`src/rtl/sram_port_arbiter_if.sv`:
```
// One 32-bit word requester port into the SRAM arbiter: request fields in,
// single-cycle grant/done pulses and held read data out.
interface sram_port_arbiter_if #(
  parameter int ADDR_WIDTH = 10,
  parameter int DATA_WIDTH = 32
);
  logic                      req;
  logic                      we;
  logic [ADDR_WIDTH-2:0]     addr;
  logic [DATA_WIDTH/8-1:0]   be;
  logic [DATA_WIDTH-1:0]     wdata;
  logic                      gnt;
  logic                      done;
  logic [DATA_WIDTH-1:0]     rdata;

  modport master (output req, we, addr, be, wdata, input gnt, done, rdata);
  modport slave  (input req, we, addr, be, wdata, output gnt, done, rdata);
endinterface

```
`src/rtl/sram_port_arbiter.sv`:
```
// Round-robin arbiter sharing a 16-bit SRAM between boot and cpu 32-bit ports; grant->done 3 cycles (write) / 4 (read).
// No backpressure beyond req-held-until-done: one access in flight, the losing requester waits with req high.
module sram_port_arbiter #(
  parameter int DATA_WIDTH = 32,
  parameter int ADDR_WIDTH = 10
) (
  input  logic                    clk,
  input  logic                    rst_n,
  sram_port_arbiter_if.slave      boot,
  sram_port_arbiter_if.slave      cpu,
  output logic                    sram_ce_n,
  output logic                    sram_we_n,
  output logic                    sram_oe_n,
  output logic                    sram_ub_n,
  output logic                    sram_lb_n,
  output logic [ADDR_WIDTH-1:0]   sram_addr,
  output logic [DATA_WIDTH/2-1:0] sram_wr_data,
  input  logic [DATA_WIDTH/2-1:0] sram_rd_data
);

  localparam int HW = DATA_WIDTH / 2;
  localparam int BW = DATA_WIDTH / 8;

  typedef enum logic [2:0] {IDLE, LO, HI, CAP, DONE} state_t;

  typedef struct packed {
    logic                  we;
    logic [ADDR_WIDTH-2:0] addr;
    logic [BW-1:0]         be;
    logic [DATA_WIDTH-1:0] wdata;
  } txn_t;

  state_t              state, state_nxt;
  txn_t                txn, boot_txn, cpu_txn;
  logic                owner_boot;
  logic                last_cpu;
  logic                granted;
  logic                grant_window;
  logic                boot_cand, cpu_cand, pick_boot, grant_now;
  logic [HW-1:0]       lo_buf;
  logic                half_hi;
  logic [BW/2-1:0]     be_half;
  logic                ce_nxt, we_nxt, oe_nxt, ub_nxt, lb_nxt;
  logic [ADDR_WIDTH-1:0] addr_nxt;
  logic [HW-1:0]       wd_nxt;

  assign boot_txn = {boot.we, boot.addr, boot.be, boot.wdata};
  assign cpu_txn  = {cpu.we,  cpu.addr,  cpu.be,  cpu.wdata};
  assign granted  = boot.gnt | cpu.gnt;

  // The gnt pulse marks the IDLE cycle of an accepted request, so the decision
  // is taken on the edge entering that cycle. On leaving DONE the finishing
  // owner's req is still high from the old access and must not count.
  always_comb begin
    grant_window = ((state == IDLE) && !granted) || (state == DONE);
    boot_cand    = boot.req && grant_window && !((state == DONE) && owner_boot);
    cpu_cand     = cpu.req  && grant_window && !((state == DONE) && !owner_boot);
    pick_boot    = boot_cand && (!cpu_cand || last_cpu);
    grant_now    = boot_cand || cpu_cand;
  end

  always_ff @(posedge clk or negedge rst_n) begin
    if (!rst_n) state <= IDLE;
    else        state <= state_nxt;
  end

  always_comb begin
    state_nxt = state;
    case (state)
      IDLE:    if (granted) state_nxt = LO;
      LO:      state_nxt = HI;
      HI:      state_nxt = txn.we ? DONE : CAP;
      CAP:     state_nxt = DONE;
      DONE:    state_nxt = IDLE;
      default: state_nxt = IDLE;
    endcase
  end

  // Pin values are precomputed from the upcoming state so every output is a flop.
  always_comb begin
    ce_nxt   = 1'b1;
    we_nxt   = 1'b1;
    oe_nxt   = 1'b1;
    ub_nxt   = 1'b1;
    lb_nxt   = 1'b1;
    addr_nxt = sram_addr;
    wd_nxt   = sram_wr_data;
    half_hi  = (state_nxt == HI);
    be_half  = half_hi ? txn.be[BW-1:BW/2] : txn.be[BW/2-1:0];
    if ((state_nxt == LO) || (state_nxt == HI)) begin
      addr_nxt = {txn.addr, half_hi};
      wd_nxt   = half_hi ? txn.wdata[DATA_WIDTH-1:HW] : txn.wdata[HW-1:0];
      if (txn.we) begin
        ce_nxt = ~|be_half;
        we_nxt = ~|be_half;
        ub_nxt = ~be_half[1];
        lb_nxt = ~be_half[0];
      end else begin
        ce_nxt = 1'b0;
        oe_nxt = 1'b0;
        ub_nxt = 1'b0;
        lb_nxt = 1'b0;
      end
    end
  end

  always_ff @(posedge clk or negedge rst_n) begin
    if (!rst_n) begin
      txn          <= '0;
      owner_boot   <= 1'b0;
      last_cpu     <= 1'b1;
      lo_buf       <= '0;
      boot.gnt     <= 1'b0;
      cpu.gnt      <= 1'b0;
      boot.done    <= 1'b0;
      cpu.done     <= 1'b0;
      boot.rdata   <= '0;
      cpu.rdata    <= '0;
      sram_ce_n    <= 1'b1;
      sram_we_n    <= 1'b1;
      sram_oe_n    <= 1'b1;
      sram_ub_n    <= 1'b1;
      sram_lb_n    <= 1'b1;
      sram_addr    <= '0;
      sram_wr_data <= '0;
    end else begin
      boot.gnt <= grant_now && pick_boot;
      cpu.gnt  <= grant_now && !pick_boot;
      if (grant_now) begin
        txn        <= pick_boot ? boot_txn : cpu_txn;
        owner_boot <= pick_boot;
        last_cpu   <= !pick_boot;
      end
      boot.done <= (state_nxt == DONE) && owner_boot;
      cpu.done  <= (state_nxt == DONE) && !owner_boot;
      // Read data lags the enabled cycle by one: LO data arrives in HI, HI data in CAP.
      if ((state == HI) && !txn.we) lo_buf <= sram_rd_data;
      if (state == CAP) begin
        if (owner_boot) boot.rdata <= {sram_rd_data, lo_buf};
        else            cpu.rdata  <= {sram_rd_data, lo_buf};
      end
      sram_ce_n    <= ce_nxt;
      sram_we_n    <= we_nxt;
      sram_oe_n    <= oe_nxt;
      sram_ub_n    <= ub_nxt;
      sram_lb_n    <= lb_nxt;
      sram_addr    <= addr_nxt;
      sram_wr_data <= wd_nxt;
    end
  end

endmodule

```
`src/flat_wrapper.sv`:
```
// flat-port wrapper written by rule: the top's interface ports become plain ports
module sram_port_arbiter_flat 
#(
  parameter int DATA_WIDTH = 32,
  parameter int ADDR_WIDTH = 10
)
  (clk, rst_n, sram_ce_n, sram_we_n, sram_oe_n, sram_ub_n, sram_lb_n, sram_addr, sram_wr_data, sram_rd_data, boot_req, boot_we, boot_addr, boot_be, boot_wdata, boot_gnt, boot_done, boot_rdata, cpu_req, cpu_we, cpu_addr, cpu_be, cpu_wdata, cpu_gnt, cpu_done, cpu_rdata);
  sram_port_arbiter_if #(.ADDR_WIDTH(ADDR_WIDTH), .DATA_WIDTH(DATA_WIDTH)) boot_i ();
  sram_port_arbiter_if #(.ADDR_WIDTH(ADDR_WIDTH), .DATA_WIDTH(DATA_WIDTH)) cpu_i ();
  input  logic clk;
  input  logic rst_n;
  output logic sram_ce_n;
  output logic sram_we_n;
  output logic sram_oe_n;
  output logic sram_ub_n;
  output logic sram_lb_n;
  output logic [ADDR_WIDTH-1:0] sram_addr;
  output logic [DATA_WIDTH/2-1:0] sram_wr_data;
  input  logic [DATA_WIDTH/2-1:0] sram_rd_data;
  input wire logic [$bits(boot_i.req)-1:0] boot_req;
  input wire logic [$bits(boot_i.we)-1:0] boot_we;
  input wire logic [$bits(boot_i.addr)-1:0] boot_addr;
  input wire logic [$bits(boot_i.be)-1:0] boot_be;
  input wire logic [$bits(boot_i.wdata)-1:0] boot_wdata;
  output wire logic [$bits(boot_i.gnt)-1:0] boot_gnt;
  output wire logic [$bits(boot_i.done)-1:0] boot_done;
  output wire logic [$bits(boot_i.rdata)-1:0] boot_rdata;
  input wire logic [$bits(cpu_i.req)-1:0] cpu_req;
  input wire logic [$bits(cpu_i.we)-1:0] cpu_we;
  input wire logic [$bits(cpu_i.addr)-1:0] cpu_addr;
  input wire logic [$bits(cpu_i.be)-1:0] cpu_be;
  input wire logic [$bits(cpu_i.wdata)-1:0] cpu_wdata;
  output wire logic [$bits(cpu_i.gnt)-1:0] cpu_gnt;
  output wire logic [$bits(cpu_i.done)-1:0] cpu_done;
  output wire logic [$bits(cpu_i.rdata)-1:0] cpu_rdata;
  assign boot_i.req = boot_req;
  assign boot_i.we = boot_we;
  assign boot_i.addr = boot_addr;
  assign boot_i.be = boot_be;
  assign boot_i.wdata = boot_wdata;
  assign boot_gnt = boot_i.gnt;
  assign boot_done = boot_i.done;
  assign boot_rdata = boot_i.rdata;
  assign cpu_i.req = cpu_req;
  assign cpu_i.we = cpu_we;
  assign cpu_i.addr = cpu_addr;
  assign cpu_i.be = cpu_be;
  assign cpu_i.wdata = cpu_wdata;
  assign cpu_gnt = cpu_i.gnt;
  assign cpu_done = cpu_i.done;
  assign cpu_rdata = cpu_i.rdata;
  sram_port_arbiter #(.DATA_WIDTH(DATA_WIDTH), .ADDR_WIDTH(ADDR_WIDTH)) u_core (.clk(clk), .rst_n(rst_n), .boot(boot_i), .cpu(cpu_i), .sram_ce_n(sram_ce_n), .sram_we_n(sram_we_n), .sram_oe_n(sram_oe_n), .sram_ub_n(sram_ub_n), .sram_lb_n(sram_lb_n), .sram_addr(sram_addr), .sram_wr_data(sram_wr_data), .sram_rd_data(sram_rd_data));
endmodule
```
`config.mk`:
```
export PLATFORM = sky130hd
export DESIGN_NAME = sram_port_arbiter_flat
export DESIGN_NICKNAME = d
export VERILOG_FILES = /design/src/rtl/sram_port_arbiter_if.sv /design/src/rtl/sram_port_arbiter.sv /design/src/flat_wrapper.sv
export SDC_FILE = /design/constraint.sdc
export NUM_CORES = 1
export LEC_CHECK = 0
export CORE_MARGIN = 2
export CORE_UTILIZATION = 45
export DETAILED_ROUTE_END_ITERATION = 8
export PLACE_DENSITY_LB_ADDON = 0.25
export SYNTH_ARGS = -nofsm -noshare
export SYNTH_HDL_FRONTEND = slang
export SYNTH_SLANG_ARGS = --single-unit
```
`constraint.sdc`:
```
create_clock -name clk -period 4.1 [get_ports clk]
set_input_delay 1.23 -clock clk [delete_from_list [all_inputs] [get_ports clk]]
set_output_delay 1.23 -clock clk [all_outputs]
set_load 0.005 [all_outputs]
```
==> run_results.csv, run 1 <==
group,metric,value,unit
clock_network,number_of_buffers_created_by_cts,17,
sta,finalHoldViolCount,0,
critical_path,worstSetupStartpointType,"input port",
layout,finalInstanceArea,9560,um^2
global_route,grt.total_usage,0.206,
global_route,gr-usage-met2,0.334,
floorplan,starting_density_of_the_core,0.462,
global_route,grt_most_used_layer,"met2",
global_route,grt_start_max_net_pins,78,
sta,max-slew-margin-rel,0.265,
clock_network,ctsLongestPathBuffers,2,
placed_design,post-place-ws,704,ps
power,power.density,809,nW/um^2
layout,area_growth,42.5,%
critical_path,r2r_setup_slack,1820,ps
yosys,netlist_top_cells_area,"sky130_fd_sc_hd__dfrtp_1 60%, sky130_fd_sc_hd__mux2_2 15%, sky130_fd_sc_hd__a221o_1 6.9%, sky130_fd_sc_hd__and2_0 4.2%, sky130_fd_sc_hd__mux2i_1 2.5%",
layout,final_core_utilization,0.658,
power,power.sequential.fraction,0.384,
sta,finClkSkew,8.65,ps
sta,rsz0062_at_grt,"no",
yosys,synthFlopType,"sky130_fd_sc_hd__dfrtp_1",
yosys,synth.net_count,588,
yosys,netlist_instances,476,
drt,1st_pass_router_iterations,4,
drt,route.vias.total,4663,
drt,drtIter0Drc,205,
placed_design,number_of_i_o_port_buffers,210,
clock_network,cts-root-buf,"sky130_fd_sc_hd__clkbuf_16",
power,power_frac_comb,0.406,
power,p_total,7730,uW
drt,detail_route.wirelength,15.9,mm
critical_path,largest_fanout_on_the_critical_path,47,
power,swShare,0.307,
drt,post_drt_wl_per_cell,18.1,um
power,power.static_leakage,0.00399,uW
power,worst_ir_drop_vdd,0.331,mV
critical_path,critical_path_endpoint_category,"flop",
placed_design,placement.cell_area,8950,um^2
critical_path,critPathSlowestCell,"sky130_fd_sc_hd__a2111oi_1",
clock_network,count_of_hold_fix_buffers_inserted_at_cts,0,
clock_network,post_cts.repair.setup_buffers,0,
run,max-cap-violations,0,
clock_network,post_cts_resize_count,0,
sta,finalSetupViolCount,0,
floorplan,num_io_pins,211,
critical_path,crit_arrival,3340,ps
drt,remaining_drc_errors,0,
floorplan,chipHeight,126,um
sta,slew_viol_final,0,
floorplan,fp.coreArea,14500,um^2
critical_path,path_type_of_the_worst_setup_path,"in2reg",
global_route,grt_first_pass_wirelength,25.8,mm
min_path,hold_path_class,"reg2reg",
critical_path,crit_chain,"clkdlybuf4s50_1 -> mux2i_1 -> a2111oi_1 -> o21a_1 -> buf_4 -> a221o_1",
power,power_switching,2370,uW
sta,fin_crit_sh,0.729,
yosys,synth.distinct_cells,36,
layout,antenna_cells,0,
clock_network,path_clk_slew,60,ps
min_path,hold_path_depth,2,
global_route,use_met3,0.0726,
sta,timing.final.crit_period,2990,ps
layout,layout.cells.most_common,"sky130_fd_sc_hd__clkdlybuf4s50_1",
sta,fmax,334,MHz
floorplan,die-width,126,um
global_route,globalRouteOverflowTotal,0,
yosys,netlist.area_leader.share,0.597,
sta,totalNegativeSetupSlack,0,ps
floorplan,die_footprint,15900,um^2
drt,detail-route-antenna-nets,0,
critical_path,cp.required,4450,ps
power,clockPowerShare,0.210,
critical_path,reg2reg_depth,5,
yosys,synth.largest_area_cell,"sky130_fd_sc_hd__dfrtp_1",
power,cell_internal_pwr,5360,uW
run_status,run_status,"finished clean",
placed_design,dp_hpwl,10.9,mm
clock_network,numClockSinks,166,
layout,mostFrequentLayoutCells,"209 x sky130_fd_sc_hd__clkdlybuf4s50_1, 160 x sky130_fd_sc_hd__dfrtp_1, 91 x sky130_fd_sc_hd__mux2_2",
global_route,grt_pass1_vias,4924,
yosys,yosysWarnings,0,
global_route,use_met1,0.258,
floorplan,fp_rows,44,
global_route,antenna_found_initial,0,
layout,drive_gt1_frac,0.213,
yosys,synth.yosys.seq_area_share,0.620,
yosys,synth_edf_count,0,
yosys,syn-mean-instance-area,14.1,um^2
yosys,synth_async_sr_flop_share,1.00,
yosys,post_synth_instance_area,6710,um^2
clock_network,tritoncts,"yes",
clock_network,clk_latency,420,ps
sta,postLayoutSetupSlackWorst,1110,ps
layout,design.final.nets,793,
sta,worst-slew-pin-transition,1100,ps
yosys,post_synthesis_register_bit_count,166,
clock_network,clock_tree.htree_level_count,4,
critical_path,cp_slowest_stage_delay,570,ps
placed_design,rd_place_congestion,0.803,
drt,avgViaCountPerCell,5.31,
-- metal layers --
metal / vias up / wire length, um
met5: - / 0
met4: 0 / 249
met3: 21 / 1250
met2: 164 / 7750
met1: 2337 / 6660
li1: 2141 / -
-- metrics by stage --
step,instances,hold WS [ps]
finish,878,487
global route,878,507
CTS,878,487
detailed placement,846,471
global placement,846,467
floorplan,476,443
-- final cells by class --
type,instances,area [um^2]
Clock inverter,9,116
Tap cell,184,230
Sequential cell,166,4160
Clock buffer,23,498
Fill cell,1098,4970
Timing Repair Buffer,215,2150
Multi-Input combinational cell,278,2390
Inverter,3,11.3
-- logic make-up after synthesis --
logic type / after synthesis / synth area share
DFF: 166 / 0.620
muxes: 108 / 0.178
and+or+nand+nor: 96 / 0.0795
AOI/OAI and AO/OA: 74 / 0.0940
buffers and inverters: 32 / 0.0280
-- synth_stat cells, types with 2 or more instances --
library cell and count:
sky130_fd_sc_hd__nand2_1 22, sky130_fd_sc_hd__and2_0 45, sky130_fd_sc_hd__nor2b_1 2, sky130_fd_sc_hd__o21ai_1 4, sky130_fd_sc_hd__nor3_1 3, sky130_fd_sc_hd__o21ai_0 15
sky130_fd_sc_hd__inv_1 3, sky130_fd_sc_hd__or2_2 3, sky130_fd_sc_hd__clkbuf_1 10, sky130_fd_sc_hd__dfstp_2 6, sky130_fd_sc_hd__mux2i_1 17, sky130_fd_sc_hd__dfrtp_1 160
sky130_fd_sc_hd__buf_1 2, sky130_fd_sc_hd__nor2_1 12, sky130_fd_sc_hd__buf_6 7, sky130_fd_sc_hd__buf_2 9, sky130_fd_sc_hd__a221o_1 46, sky130_fd_sc_hd__mux2_2 91
sky130_fd_sc_hd__nand3_1 2
-- sequential cells by signal (all words and copies together) (netlist names), 3 cells and up --
name / flops
u_core.sram_wr_data: 16
u_core.cpu.rdata: 32
u_core.sram_addr: 10
u_core.txn: 46
u_core.state: 3
u_core.boot.rdata: 32
u_core.lo_buf: 16
-- worst paths after layout --
| path | startpoint | endpoint |
|---|---|---|
| worst min register to register | u_core.txn[19]$_DFFE_PN0P_ | u_core.sram_wr_data[3]$_DFFE_PN0N_ |
| max in group asynchronous | rst_n | u_core.txn[23]$_DFFE_PN0P_ |
| worst max register to register | u_core.state[0]$_DFF_PN0_ | u_core.txn[22]$_DFFE_PN0P_ |
| worst max-delay path | cpu_req | u_core.txn[22]$_DFFE_PN0P_ |
| worst min-delay path | u_core.txn[19]$_DFFE_PN0P_ | u_core.sram_wr_data[3]$_DFFE_PN0N_ |
| min in group asynchronous | rst_n | u_core.cpu.rdata[2]$_DFFE_PN0P_ |
-- power groups by stage --
stage               combinational (uW)  sequential (uW)  clock, uW
floorplan                         1790             2890          0
global placement                  3070             2940          0
finish                            3130             2970       1620
global route                      3410             3080       1730
detailed placement                3160             2980          0
CTS                               3180             2980       1660
-- worst max-delay path: cells and delay by family --
kind / cells / cell delay (ps)
AO/OA/AOI/OAI: 3 / 1010
buffers and inverters: 2 / 960
multiplexers: 1 / 120
(Power assumes the default switching activity.)
==> run 2: changes to the inputs <==
clock period = 3 ns   (was 4.1 ns; I/O delays follow)
==> run 2 against run 1 <==
Die area did not move. Critical path depth is 1 lower. Clock power is 37% higher. Sequential share of layout area decreased by 0.27 points. Register-to-register slack worse by 1000 ps. Cell area grew 0.63%. Non-clock buffer count is 5 higher. Largest cell class unchanged. Highest routed layer unchanged.
==> run_results.csv, run 2 (synthesized netlist as in run 1, its figures left out) <==
group,metric,value,unit
run_status,run_status,"finished clean",
critical_path,startpoint_of_the_most_critical_register_to_register_path,"u_core.cpu.gnt$_DFF_PN0_",
global_route,grt_first_pass_wirelength,25.4,mm
sta,fin_crit_sh,0.820,
sta,postLayoutSetupSlackWorst,540,ps
critical_path,crit_arrival,2810,ps
clock_network,numClockSinks,166,
sta,rsz0062_at_grt,"no",
layout,layout.cells.most_common,"sky130_fd_sc_hd__clkdlybuf4s50_1",
layout,design.final.nets,798,
power,swShare,0.301,
drt,1st_pass_router_iterations,4,
critical_path,crit_chain,"clkdlybuf4s50_1 -> nand2b_1 -> a31oi_1 -> nor2_4 -> a221o_1",
layout,layout_top_registers,"u_core.txn x46, u_core.boot.rdata x32, u_core.cpu.rdata x32",
layout,max_flop_register,"u_core.txn",
layout,largest_register_ff_count,46,
drt,remaining_drc_errors,0,
power,power.sequential.fraction,0.381,
power,power.static_leakage,0.00404,uW
sta,worst-slew-pin-transition,1110,ps
layout,area_growth,43.4,%
layout,final.fill_count,1069,
drt,avgViaCountPerCell,5.26,
placed_design,post-place-ws,100,ps
critical_path,timing.rr.end,"u_core.txn[20]$_DFFE_PN0P_",
critical_path,worstSetupStartpointType,"input port",
min_path,hold_path_class,"in2async",
power,clockPowerShare,0.208,
floorplan,num_io_pins,211,
global_route,use_met1,0.258,
critical_path,r2r_setup_slack,810,ps
placed_design,rd_place_congestion,0.797,
global_route,use_met3,0.0680,
run,max-cap-violations,0,
sta,finalHoldViolCount,0,
drt,route.vias.total,4644,
clock_network,tritoncts,"yes",
floorplan,fp_rows,44,
sta,slew_viol_final,0,
critical_path,path_type_of_the_worst_setup_path,"in2reg",
floorplan,die_footprint,15900,um^2
critical_path,critPathSlowestCell,"sky130_fd_sc_hd__nor2_4",
layout,mostFrequentLayoutCells,"209 x sky130_fd_sc_hd__clkdlybuf4s50_1, 160 x sky130_fd_sc_hd__dfrtp_1, 91 x sky130_fd_sc_hd__mux2_2",
sta,finClkSkew,7.41,ps
critical_path,critical_path.startpoint,"cpu_req",
placed_design,number_of_i_o_port_buffers,210,
clock_network,post_cts_resize_count,0,
global_route,antenna_found_initial,0,
sta,fmax,407,MHz
layout,antenna_cells,0,
sta,hold-worst-slack,464,ps
critical_path,critical_path_endpoint_category,"flop",
critical_path,critical_path_capture_point,"u_core.txn[20]$_DFFE_PN0P_",
global_route,gr-usage-met2,0.324,
power,worst_ir_drop_vdd,0.519,mV
floorplan,fp.coreArea,14500,um^2
clock_network,post_cts.repair.setup_buffers,0,
floorplan,chipHeight,126,um
drt,detail_route.wirelength,15.7,mm
clock_network,clk_latency,420,ps
clock_network,clock_tree.htree_level_count,4,
sta,timing.final.crit_period,2460,ps
power,power_frac_comb,0.411,
floorplan,starting_density_of_the_core,0.462,
clock_network,path_clk_slew,60,ps
global_route,grt_start_max_net_pins,64,
floorplan,die-width,126,um
drt,drtIter0Drc,210,
global_route,grt.total_usage,0.204,
power,cell_internal_pwr,7450,uW
power,p_total,10700,uW
critical_path,cp_slowest_stage_delay,860,ps
drt,detail-route-antenna-nets,0,
clock_network,number_of_buffers_created_by_cts,17,
power,power.density,1110,nW/um^2
power,power_switching,3210,uW
critical_path,largest_fanout_on_the_critical_path,48,
clock_network,cts-root-buf,"sky130_fd_sc_hd__clkbuf_16",
layout,drive_gt1_frac,0.216,
sta,totalNegativeSetupSlack,0,ps
placed_design,dp_hpwl,11.0,mm
clock_network,ctsLongestPathBuffers,2,
global_route,globalRouteOverflowTotal,0,
global_route,grt_pass1_vias,4899,
critical_path,cp.required,3350,ps
sta,finalSetupViolCount,0,
critical_path,reg2reg_depth,4,
clock_network,count_of_hold_fix_buffers_inserted_at_cts,0,
sta,max-slew-margin-rel,0.261,
global_route,grt_most_used_layer,"met2",
drt,post_drt_wl_per_cell,17.8,um
==> run 2: power groups by stage <==
stage / logic (uW) / clock network, uW / registers [uW]
detailed placement: 4440 / 0 / 4080
global route: 4780 / 2380 / 4210
CTS: 4460 / 2270 / 4070
finish: 4380 / 2220 / 4060
floorplan: 2440 / 0 / 3950
global placement: 4270 / 0 / 4030
==> run 2: area by class of cell <==
| type | count | area (um^2) | share of cell area |
|---|---|---|---|
| Clock inverter | 8 | 120 | 0.0125 |
| Tap cell | 184 | 230 | 0.0239 |
| Timing Repair Buffer | 220 | 2220 | 0.230 |
| Clock buffer | 24 | 492 | 0.0511 |
| Sequential cell | 166 | 4160 | 0.433 |
| Inverter | 3 | 11.3 | 0.00117 |
| Multi-Input combinational cell | 278 | 2390 | 0.248 |
==> run 2: worst min path at each step <==
stage                                          start                            endpoint  slack (ps)
after detailed placement  u_core.txn[19]$_DFFE_PN0P_  u_core.sram_wr_data[3]$_DFFE_PN0N_         460
after floorplan           u_core.txn[17]$_DFFE_PN0P_  u_core.sram_wr_data[1]$_DFFE_PN0N_         440
final                                          rst_n   u_core.boot.rdata[18]$_DFFE_PN0P_         460
after global routing                           rst_n   u_core.boot.rdata[19]$_DFFE_PN0P_         500
after global placement    u_core.txn[16]$_DFFE_PN0P_  u_core.sram_wr_data[0]$_DFFE_PN0N_         470
after CTS                                      rst_n   u_core.boot.rdata[19]$_DFFE_PN0P_         470
==> run 2: per-stage QoR <==
step,instance area [um^2],instances,util
2_1_floorplan,6710,476,-
3_3_place_gp,9010,851,0.620
3_5_place_dp,9010,851,0.620
4_1_cts,9620,883,0.662
5_1_grt,9620,883,0.662
6_report,9620,883,0.662
==> run 2: worst max-delay path: cells and delay by family <==
| kind | cells | cell delay [ps] |
|---|---|---|
| AOI/OAI and AO/OA | 2 | 460 |
| buffers and inverters | 1 | 460 |
| and+or+nand+nor | 2 | 960 |
==> run 2: routing by layer <==
layer  share of wire  up-vias
met5               0        -
met4           0.021        0
met3           0.079       25
met2            0.48      169
met1            0.42     2308
li1                -     2142
==> run 3: changes to the inputs <==
CORE_UTILIZATION = 42   (was 45)
clock period = 2.15 ns   (was 3 ns; I/O delays follow)
==> run 3 against run 2 <==
Sequential share of layout area decreased by 0.99 points. Die area increased by 6.9%. Non-clock buffer count increased by 15. Hold slack got worse by 290 ps. Via count increased by 0.99%. Core utilization decreased by 3.8 points. Clock power increased by 36%. Sequential cell count unchanged. Highest routed layer unchanged. Largest power group unchanged.
==> run_results.csv, run 3 (synthesized netlist as in run 1, its figures left out) <==
group,metric,value,unit
critical_path,critical_path_endpoint_category,"output pin",
drt,drtIter0Drc,184,
clock_network,count_of_hold_fix_buffers_inserted_at_cts,0,
clock_network,tritoncts,"yes",
placed_design,place.detailed.instances,898,
critical_path,crit_chain,"clkdlybuf4s50_1",
clock_network,cts-root-buf,"sky130_fd_sc_hd__clkbuf_16",
drt,detail-route-antenna-nets,0,
critical_path,r2r_setup_slack,180,ps
sta,postLayoutSetupSlackWorst,148,ps
power,p_total,15000,uW
global_route,grt.total_usage,0.194,
layout,mostFrequentLayoutCells,"202 x sky130_fd_sc_hd__clkdlybuf4s50_1, 160 x sky130_fd_sc_hd__dfrtp_1, 91 x sky130_fd_sc_hd__mux2_2",
drt,post_drt_wl_per_cell,16.9,um
sta,rsz0062_at_grt,"no",
drt,met2RoutedLength,7.64,mm
power,worst_ir_drop_vdd,0.665,mV
sta,fin_crit_sh,0.931,
placed_design,dp_hpwl,11.1,mm
clock_network,path_clk_slew,60,ps
layout,final.fill_count,1251,
layout,layout.cells.most_common,"sky130_fd_sc_hd__clkdlybuf4s50_1",
placed_design,number_of_i_o_port_buffers,210,
placed_design,post-place-ws,-571,ps
critical_path,cp_top_delay_family,"buffers and inverters",
run_status,run_status,"finished clean",
drt,avgViaCountPerCell,5.05,
min_path,hold_path_class,"in2async",
critical_path,critical_path_capture_point,"cpu_gnt",
drt,1st_pass_router_iterations,4,
sta,worst-slew-pin-transition,564,ps
global_route,grt_start_max_net_pins,49,
layout,drive_gt1_frac,0.234,
global_route,antenna_found_initial,0,
sta,finalHoldViolCount,0,
floorplan,die_footprint,17000,um^2
layout,post_layout_nonfiller_instances,929,
floorplan,fp_rows,46,
drt,maxUsedRoutingLayer,"met4",
critical_path,cp.required,1500,ps
clock_network,clk_latency,430,ps
layout,max_flop_register,"u_core.txn",
placed_design,rd_place_congestion,0.782,
floorplan,chipHeight,130,um
sta,finalSetupViolCount,0,
layout,design.final.nets,813,
sta,timing.final.crit_period,2000,ps
critical_path,largest_fanout_on_the_critical_path,4,
sta,fmax,500,MHz
critical_path,worstSetupStartpointType,"flop",
run,max-cap-violations,0,
drt,route.vias.total,4690,
critical_path,timing.rr.end,"u_core.txn[17]$_DFFE_PN0P_",
clock_network,numClockSinks,166,
power,power.density,1520,nW/um^2
floorplan,die-width,130,um
critical_path,reg2reg_depth,5,
critical_path,startpoint_of_the_most_critical_register_to_register_path,"u_core.owner_boot$_DFFE_PN0P_",
floorplan,starting_density_of_the_core,0.425,
global_route,globalRouteOverflowTotal,0,
layout,largest_register_ff_count,46,
critical_path,cp_slowest_stage_delay,530,ps
layout,area_growth,46.8,%
floorplan,num_io_pins,211,
sta,max-slew-margin-rel,0.624,
drt,detail_route.wirelength,15.7,mm
floorplan,fp.coreArea,15800,um^2
critical_path,cp.depth,1,
drt,met3_wirelength_from_detailed_routing,1.33,mm
drt,detail_route.wirelength.met1,6.61,mm
clock_network,post_cts.repair.setup_buffers,0,
clock_network,number_of_buffers_created_by_cts,17,
sta,slew_viol_final,0,
clock_network,ctsLongestPathBuffers,2,
power,power.static_leakage,0.00416,uW
critical_path,critical_path.startpoint,"u_core.cpu.gnt$_DFF_PN0_",
global_route,grt_pass1_vias,4901,
global_route,grt_first_pass_wirelength,25.1,mm
critical_path,path_type_of_the_worst_setup_path,"reg2out",
clock_network,clock_tree.htree_level_count,4,
layout,antenna_cells,0,
sta,finClkSkew,7.73,ps
critical_path,crit_arrival,1360,ps
critical_path,critPathSlowestCell,"sky130_fd_sc_hd__clkdlybuf4s50_1",
layout,layout_top_registers,"u_core.txn x46, u_core.boot.rdata x32, u_core.cpu.rdata x32",
drt,remaining_drc_errors,0,
critical_path,cp.buffers_inverters,1,
[run 3: metal layers]
metal / GRT usage / vias up
met5: 0 / -
met4: 0.0594 / 0
met3: 0.0765 / 12
met2: 0.324 / 183
met1: 0.234 / 2323
li1: - / 2172
[run 3: worst min path at each step]
stage	end	slack, ps	cells after the start
floorplan	u_core.boot.done$_DFF_PN0_	350	0
global placement	u_core.sram_wr_data[1]$_DFFE_PN0N_	460	2
detailed placement	u_core.sram_wr_data[1]$_DFFE_PN0N_	470	2
CTS	u_core.cpu.rdata[10]$_DFFE_PN0P_	180	1
global route	u_core.cpu.rdata[26]$_DFFE_PN0P_	200	1
finish	u_core.cpu.rdata[10]$_DFFE_PN0P_	170	1
[run 3: timing repair]
action,4_1_cts,5_1_grt
pin swaps,0,0
cloned,0,0
setup endpoints to repair,46,28
resized for setup,2,8
[run 3: metrics by stage]
step	utilization	hold slack, ps	area, um^2	TNS, ps
2_1_floorplan	-	349	6710	0
3_3_place_gp	0.586	463	9240	-25020
3_5_place_dp	0.586	473	9240	-25050
4_1_cts	0.623	176	9820	0
5_1_grt	0.624	195	9850	0
6_report	0.624	170	9850	0
[run 3: area by class of cell]
class	instances	area [um^2]	area share
Clock buffer	22	454	0.0461
Clock inverter	9	128	0.0130
Inverter	3	11.3	0.00114
Multi-Input combinational cell	278	2400	0.244
Sequential cell	166	4160	0.423
Tap cell	216	270	0.0274
Timing Repair Buffer	235	2420	0.246
[run 3: report_power, final]
part           leakage, uW  internal (uW)  total, uW  switching [uW]
logic              0.00186           3910       6350            2450
registers          0.00202           4730       5610             877
clock network     0.000276           1840       3020            1170
total              0.00416          10500      15000            4500
